**config.mk**
```make
export PLATFORM = sky130hd
export DESIGN_NAME = os_array_controller_flat
export DESIGN_NICKNAME = d
export VERILOG_FILES = /design/src/rtl/os_array_if.sv /design/src/rtl/os_array_controller.sv /design/src/flat_wrapper.sv
export SDC_FILE = /design/constraint.sdc
export NUM_CORES = 1
export LEC_CHECK = 0
export CAP_MARGIN = 25
export CORE_MARGIN = 4
export CORE_UTILIZATION = 58
export CTS_CLUSTER_SIZE = 40
export DETAILED_ROUTE_END_ITERATION = 10
export PLACE_DENSITY_LB_ADDON = 0.08
export SLEW_MARGIN = 20
export SYNTH_ARGS = -nofsm -noshare
export SYNTH_HDL_FRONTEND = slang
export SYNTH_SLANG_ARGS = --single-unit
```
**constraint.sdc**
```tcl
create_clock -name clk -period 5 [get_ports clk]
set_input_delay 1 -clock clk [delete_from_list [all_inputs] [get_ports clk]]
set_output_delay 1 -clock clk [all_outputs]
set_load 0.01 [all_outputs]
```
**src/rtl/os_array_if.sv**
```systemverilog
// Control/status bundle between a tile sequencer (master) and the output-stationary
// array controller (slave).
interface os_array_if #(
  parameter int unsigned K_WIDTH = 16,
  parameter int unsigned WIDTH_T = 2,
  parameter int unsigned ROWS    = 4
);
  localparam int unsigned RowW = (ROWS > 1) ? $clog2(ROWS) : 1;

  logic               start;
  logic [K_WIDTH-1:0] k_len;
  logic [WIDTH_T-1:0] thres_cfg;
  logic               stall;
  logic               out_ready;
  logic               busy;
  logic               done;
  logic               feed_en;
  logic               pipeline_en;
  logic               reg_clear;
  logic               cell_en;
  logic               cscan_en;
  logic               c_switch;
  logic [WIDTH_T-1:0] Thres;
  logic               out_valid;
  logic [RowW-1:0]    row_idx;

  modport master (
    output start, k_len, thres_cfg, stall, out_ready,
    input  busy, done, feed_en, pipeline_en, reg_clear, cell_en, cscan_en, c_switch,
    input  Thres, out_valid, row_idx
  );

  modport slave (
    input  start, k_len, thres_cfg, stall, out_ready,
    output busy, done, feed_en, pipeline_en, reg_clear, cell_en, cscan_en, c_switch,
    output Thres, out_valid, row_idx
  );
endinterface

```
**src/rtl/os_array_controller.sv**
```systemverilog
// Sequencer for an output-stationary PE array: clear, skewed feed, pipeline flush,
// row-by-row result scan, completion pulse.
module os_array_controller #(
  parameter int unsigned ROWS    = 4,
  parameter int unsigned COLS    = 4,
  parameter int unsigned STAGE   = 5,
  parameter int unsigned K_WIDTH = 16,
  parameter int unsigned WIDTH_T = 2
) (
  input logic       clk,
  input logic       rst_n,
  os_array_if.slave bus
);
  localparam int unsigned RowW = (ROWS > 1) ? $clog2(ROWS) : 1;
  // Shared feed/flush counter; sized for the longest feed plus the flush length.
  localparam int unsigned CntW = K_WIDTH + $clog2(ROWS + COLS + STAGE + 3) + 1;

  typedef enum logic [2:0] {StIdle, StClear, StFeed, StFlush, StScan, StDone} state_e;

  state_e             state_q, state_d;
  logic [CntW-1:0]    cnt_q, cnt_d;
  logic [RowW-1:0]    row_q, row_d;
  logic [K_WIDTH-1:0] k_len_q, k_len_d;
  logic [WIDTH_T-1:0] thres_q, thres_d;
  logic               scan_first_q, scan_first_d;
  logic [CntW-1:0]    feed_last;
  logic [CntW-1:0]    flush_last;

  // Feed covers k_len plus the row/column skew: k_len + ROWS + COLS - 2 cycles.
  assign feed_last  = CntW'(k_len_q) + CntW'(ROWS + COLS) - CntW'(3);
  assign flush_last = CntW'(STAGE + 2);

  always_ff @(posedge clk or negedge rst_n) begin
    if (!rst_n) begin
      state_q      <= StIdle;
      cnt_q        <= '0;
      row_q        <= '0;
      k_len_q      <= '0;
      thres_q      <= '0;
      scan_first_q <= 1'b0;
    end else begin
      state_q      <= state_d;
      cnt_q        <= cnt_d;
      row_q        <= row_d;
      k_len_q      <= k_len_d;
      thres_q      <= thres_d;
      scan_first_q <= scan_first_d;
    end
  end

  always_comb begin
    state_d         = state_q;
    cnt_d           = cnt_q;
    row_d           = row_q;
    k_len_d         = k_len_q;
    thres_d         = thres_q;
    scan_first_d    = 1'b0;
    bus.busy        = 1'b0;
    bus.done        = 1'b0;
    bus.feed_en     = 1'b0;
    bus.pipeline_en = 1'b0;
    bus.reg_clear   = 1'b0;
    bus.cell_en     = 1'b0;
    bus.cscan_en    = 1'b0;
    bus.c_switch    = 1'b0;
    bus.out_valid   = 1'b0;

    unique case (state_q)
      StIdle: begin
        if (bus.start) begin
          k_len_d = bus.k_len;
          thres_d = bus.thres_cfg;
          cnt_d   = '0;
          row_d   = '0;
          state_d = (bus.k_len != '0) ? StClear : StDone;
        end
      end
      StClear: begin
        bus.busy      = 1'b1;
        bus.reg_clear = 1'b1;
        cnt_d         = '0;
        state_d       = StFeed;
      end
      StFeed: begin
        bus.busy        = 1'b1;
        bus.cell_en     = 1'b1;
        bus.pipeline_en = !bus.stall;
        bus.feed_en     = !bus.stall;
        if (!bus.stall) begin
          if (cnt_q == feed_last) begin
            cnt_d   = '0;
            state_d = StFlush;
          end else begin
            cnt_d = cnt_q + 1'b1;
          end
        end
      end
      StFlush: begin
        bus.busy        = 1'b1;
        bus.pipeline_en = 1'b1;
        bus.cell_en     = 1'b1;
        if (cnt_q == flush_last) begin
          cnt_d        = '0;
          scan_first_d = 1'b1;
          state_d      = StScan;
        end else begin
          cnt_d = cnt_q + 1'b1;
        end
      end
      StScan: begin
        bus.busy      = 1'b1;
        bus.out_valid = 1'b1;
        bus.cscan_en  = bus.out_ready;
        bus.c_switch  = scan_first_q;
        if (bus.out_ready) begin
          if (row_q == RowW'(ROWS - 1)) begin
            row_d   = '0;
            state_d = StDone;
          end else begin
            row_d = row_q + 1'b1;
          end
        end
      end
      StDone: begin
        bus.busy = 1'b1;
        bus.done = 1'b1;
        state_d  = StIdle;
      end
      default: state_d = StIdle;
    endcase
  end

  assign bus.row_idx = row_q;
  assign bus.Thres   = thres_q;
endmodule

```
**src/flat_wrapper.sv**
```systemverilog
// flat-port wrapper written by rule: the top's interface ports become plain ports
module os_array_controller_flat 
#(
  parameter int unsigned ROWS    = 4,
  parameter int unsigned COLS    = 4,
  parameter int unsigned STAGE   = 5,
  parameter int unsigned K_WIDTH = 16,
  parameter int unsigned WIDTH_T = 2
)
  (clk, rst_n, bus_start, bus_k_len, bus_thres_cfg, bus_stall, bus_out_ready, bus_busy, bus_done, bus_feed_en, bus_pipeline_en, bus_reg_clear, bus_cell_en, bus_cscan_en, bus_c_switch, bus_Thres, bus_out_valid, bus_row_idx);
  os_array_if #(.K_WIDTH(K_WIDTH), .WIDTH_T(WIDTH_T), .ROWS(ROWS)) bus_i ();
  input logic clk;
  input logic rst_n;
  input wire logic [$bits(bus_i.start)-1:0] bus_start;
  input wire logic [$bits(bus_i.k_len)-1:0] bus_k_len;
  input wire logic [$bits(bus_i.thres_cfg)-1:0] bus_thres_cfg;
  input wire logic [$bits(bus_i.stall)-1:0] bus_stall;
  input wire logic [$bits(bus_i.out_ready)-1:0] bus_out_ready;
  output wire logic [$bits(bus_i.busy)-1:0] bus_busy;
  output wire logic [$bits(bus_i.done)-1:0] bus_done;
  output wire logic [$bits(bus_i.feed_en)-1:0] bus_feed_en;
  output wire logic [$bits(bus_i.pipeline_en)-1:0] bus_pipeline_en;
  output wire logic [$bits(bus_i.reg_clear)-1:0] bus_reg_clear;
  output wire logic [$bits(bus_i.cell_en)-1:0] bus_cell_en;
  output wire logic [$bits(bus_i.cscan_en)-1:0] bus_cscan_en;
  output wire logic [$bits(bus_i.c_switch)-1:0] bus_c_switch;
  output wire logic [$bits(bus_i.Thres)-1:0] bus_Thres;
  output wire logic [$bits(bus_i.out_valid)-1:0] bus_out_valid;
  output wire logic [$bits(bus_i.row_idx)-1:0] bus_row_idx;
  assign bus_i.start = bus_start;
  assign bus_i.k_len = bus_k_len;
  assign bus_i.thres_cfg = bus_thres_cfg;
  assign bus_i.stall = bus_stall;
  assign bus_i.out_ready = bus_out_ready;
  assign bus_busy = bus_i.busy;
  assign bus_done = bus_i.done;
  assign bus_feed_en = bus_i.feed_en;
  assign bus_pipeline_en = bus_i.pipeline_en;
  assign bus_reg_clear = bus_i.reg_clear;
  assign bus_cell_en = bus_i.cell_en;
  assign bus_cscan_en = bus_i.cscan_en;
  assign bus_c_switch = bus_i.c_switch;
  assign bus_Thres = bus_i.Thres;
  assign bus_out_valid = bus_i.out_valid;
  assign bus_row_idx = bus_i.row_idx;
  os_array_controller #(.ROWS(ROWS), .COLS(COLS), .STAGE(STAGE), .K_WIDTH(K_WIDTH), .WIDTH_T(WIDTH_T)) u_core (.clk(clk), .rst_n(rst_n), .bus(bus_i));
endmodule
```
==> metrics <==
status completed; core area 5642 um2; Synth cell types 55; Antenna diodes 0; Slew @ Worst Pin 852.1 ps; post-CTS setup buffer count 0; CP delay by family, top simple AND/OR/NAND/NOR gates; CP Data Arrival Time 4210 ps; CTS Root Cell clkbuf_8; post-detail-place hpwl 6.291 mm; EDFF count, synth 0; Buf+Inv Stages, Crit Path 0; flop-to-flop setup slack 960 ps; Setup crit start kind register; per-cell routed wire length 17.19 um; Starting Density 61.37%; placed inst area 3779 um2; TritonCTS Sinks 45; DRT antenna net count 0; critical register-to-register path startpoint u_core.k_len_q[3]; Max FO, Critical Path 11; Placer Congestion 0.9323; Fin Clk Skew 5.353 ps; clock tree buffer depth 2; DRC Markers 0; slowest CP cell nor3_1; IO Count 36; Hold Buf Count CTS 0; die width 85.26 um; total CTS buffers 5; Placed Cells 491; layout net count 454; layout cells sized above 1 8.216%; dpl ws 1024 ps; # fillers 479; H-tree Lvls 2; Max VDD drop 0.2953 mV; synth-to-layout area growth 11.82%; register bit total from synthesis 45; hold violation count in the final report 0; Hold Crit Class register to register; async set-or-reset flop fraction in the synthesized netlist 100.0%; HP Start u_core.bus.Thres[1]; syn_nets 445; Std-Cell Rows 27; capturing point of the worst reg2reg path u_core.cnt_q[8]; R2R cell count 11; max cap viols 0; Pre-antenna DRT Iters 5; CP Capture Type register; final period utilization 80.74%; Final Max Slew Viols 0; Design Area, Final 3871 um2; Post-Layout Cell Count 498; number of I/O port buffers 35; CP cell instances ha_1 -> nand3_1 -> nor3_1 -> nand3_1 -> o21ai_0 -> nand4_1 -> mux2i_1 -> or4_4 -> nor4_4 -> or3_1 -> o21ai_0; Die Area 7269 um2; initial DRC count 185; cts repair resizes 0; sequential-to-total area share from yosys stat 32.53%; DIE HEIGHT 85.26 um; Setup Viol. Count Final 0; total grt overflow 0; initial antenna violation count 0; Routed WL 8.562 mm; GRT Util Overall 24.15%; CTS clk-pin slew, worst paths 80 ps; PwrDens 530.7 nW/um2; first-pass GRT wire length 14.30 mm; Hold Crit Endpoint u_core.bus.Thres[1]; worst hold slack 514.0 ps; Post-Synthesis Cells 417; detailed-route via count 3,226; min cycle time layout 4037 ps; commonest non-fill, non-tap cell in the layout dfrtp_1; WP data required 5170 ps; Final WS setup 962.9 ps; Static Leak 1.551 nW; CTS tree done; syn_area_per_cell 8.302 um2; most frequent cells in the layout dfrtp_1 (45), nand2_1 (37), nand3_1 (37); worst hold stages 1; Max-Slew Margin vs Limit 42.76%; Netlist Area Pre-Place 3462 um2; worst setup path class register to register; worst skew pair latency 300 ps; RSZ-0062 raised after global routing false; slowest stage delay, CP 780 ps; largest net degree at the start of global routing 46; DR vias/cell 6.478; Synth Warn # 0; sum of negative setup slack 0 ps; Max Clk Rate 247.7 MHz; vias in the first global route 3,065; dominant synthesized flop cell dfrtp_1
final cells by class:
class / count / area (um2) / area share (%)
flip-flops and latches: 45 / 1126 / 29.09
multi-input cells: 326 / 2157 / 55.72
well taps: 72 / 90.09 / 2.327
repair buffers: 38 / 370.4 / 9.567
clock inverters: 1 / 7.507 / 0.1939
clock buffers: 6 / 82.58 / 2.133
inverters: 10 / 37.54 / 0.9696
kinds of logic (layout without fill, tap and decap cells):
| logic type | count (synthesis) | count (layout) | share of synthesized area (%) |
|---|---|---|---|
| AOI/OAI and AO/OA | 86 | 86 | 16.95 |
| xor gates and xnor gates | 36 | 36 | 9.107 |
| adders and majority gates | 5 | 5 | 1.807 |
| buffers and inverters | 46 | 55 | 5.349 |
| DFF | 45 | 45 | 32.53 |
| muxes | 19 | 19 | 6.072 |
| and+or+nand+nor | 180 | 180 | 28.19 |
state kept, by name (all words and copies together), names as in the netlist:
signal               flops
u_core.bus.Thres         2
u_core.bus.row_idx       2
u_core.cnt_q            21
u_core.k_len_q          16
u_core.scan_first_q      1
u_core.state_q           3
worst max-delay path by stage:
stage	depth (start not counted)	to	start	slack, ps
detailed placement	11	u_core.cnt_q[18]	u_core.k_len_q[3]	1020
floorplan	14	u_core.cnt_q[13]	u_core.k_len_q[3]	1480
finish	11	u_core.cnt_q[8]	u_core.k_len_q[3]	960
CTS	11	u_core.cnt_q[8]	u_core.k_len_q[3]	1000
global route	11	u_core.cnt_q[8]	u_core.k_len_q[3]	660
global placement	11	u_core.cnt_q[9]	u_core.k_len_q[3]	1210
cells in the mapped netlist (all sizes together), types with 2 or more instances:
library cell / instances / area share (%)
or3b: 2 / 0.51
a221o: 4 / 1.2
nand3: 37 / 5.3
buf: 9 / 1.3
ha: 5 / 1.8
o211ai: 4 / 0.87
or4: 8 / 1.8
and3: 13 / 2.3
nand3b: 4 / 0.87
xnor2: 24 / 6.1
dfrtp: 45 / 33
a22o: 2 / 0.51
nor3b: 3 / 0.65
nand2b: 3 / 0.54
a21o: 7 / 1.5
nor4: 11 / 2.4
and2: 4 / 0.72
xor2: 12 / 3.0
o31ai: 2 / 0.43
a2bb2oi: 2 / 0.51
o21ai: 20 / 2.9
o41ai: 2 / 0.51
clkbuf: 27 / 2.9
or3: 5 / 0.90
nand4: 8 / 1.4
nor2: 27 / 3.1
a221oi: 3 / 0.76
a21oi: 19 / 2.7
o21bai: 4 / 0.87
mux2: 16 / 5.2
mux2i: 3 / 0.87
o22ai: 4 / 0.72
nor3: 9 / 1.3
a211oi: 6 / 1.7
and4: 3 / 0.76
inv: 10 / 1.1
nand2: 37 / 4.0
nor4b: 4 / 1.0
worst reg2reg max path: stages, from the launching register on:
cell and delay [ps]:
dfrtp_1 490, ha_1 310, nand3_1 290, nor3_1 780, nand3_1 140, o21ai_0 140, nand4_1 150, mux2i_1 180
or4_4 500, nor4_4 350, or3_1 410, o21ai_0 160
metal layers:
layer  GRT usage, %  vias up  routed length (um)
met5              0        -                   0
met4          9.209        0                 133
met3          4.757       13                 538
met2          39.62      129                4087
met1          31.39     1547                3803
li1               -     1537                   -
where the power goes:
group	switching (W)	leakage, nW	total [W]	internal [W]
sequential	0.000255	0.581	0.000748	0.000493
combinational	0.000580	0.926	0.00107	0.000490
clock	0.000127	0.0433	0.000236	0.000109
through the flow:
step,util (%),power (W)
2_1_floorplan,-,0.001520
3_3_place_gp,66.98,0.001773
3_5_place_dp,66.98,0.001807
4_1_cts,68.57,0.002049
5_1_grt,68.62,0.002218
6_report,68.62,0.002054
Note: power is estimated with default switching activity, not from simulation.
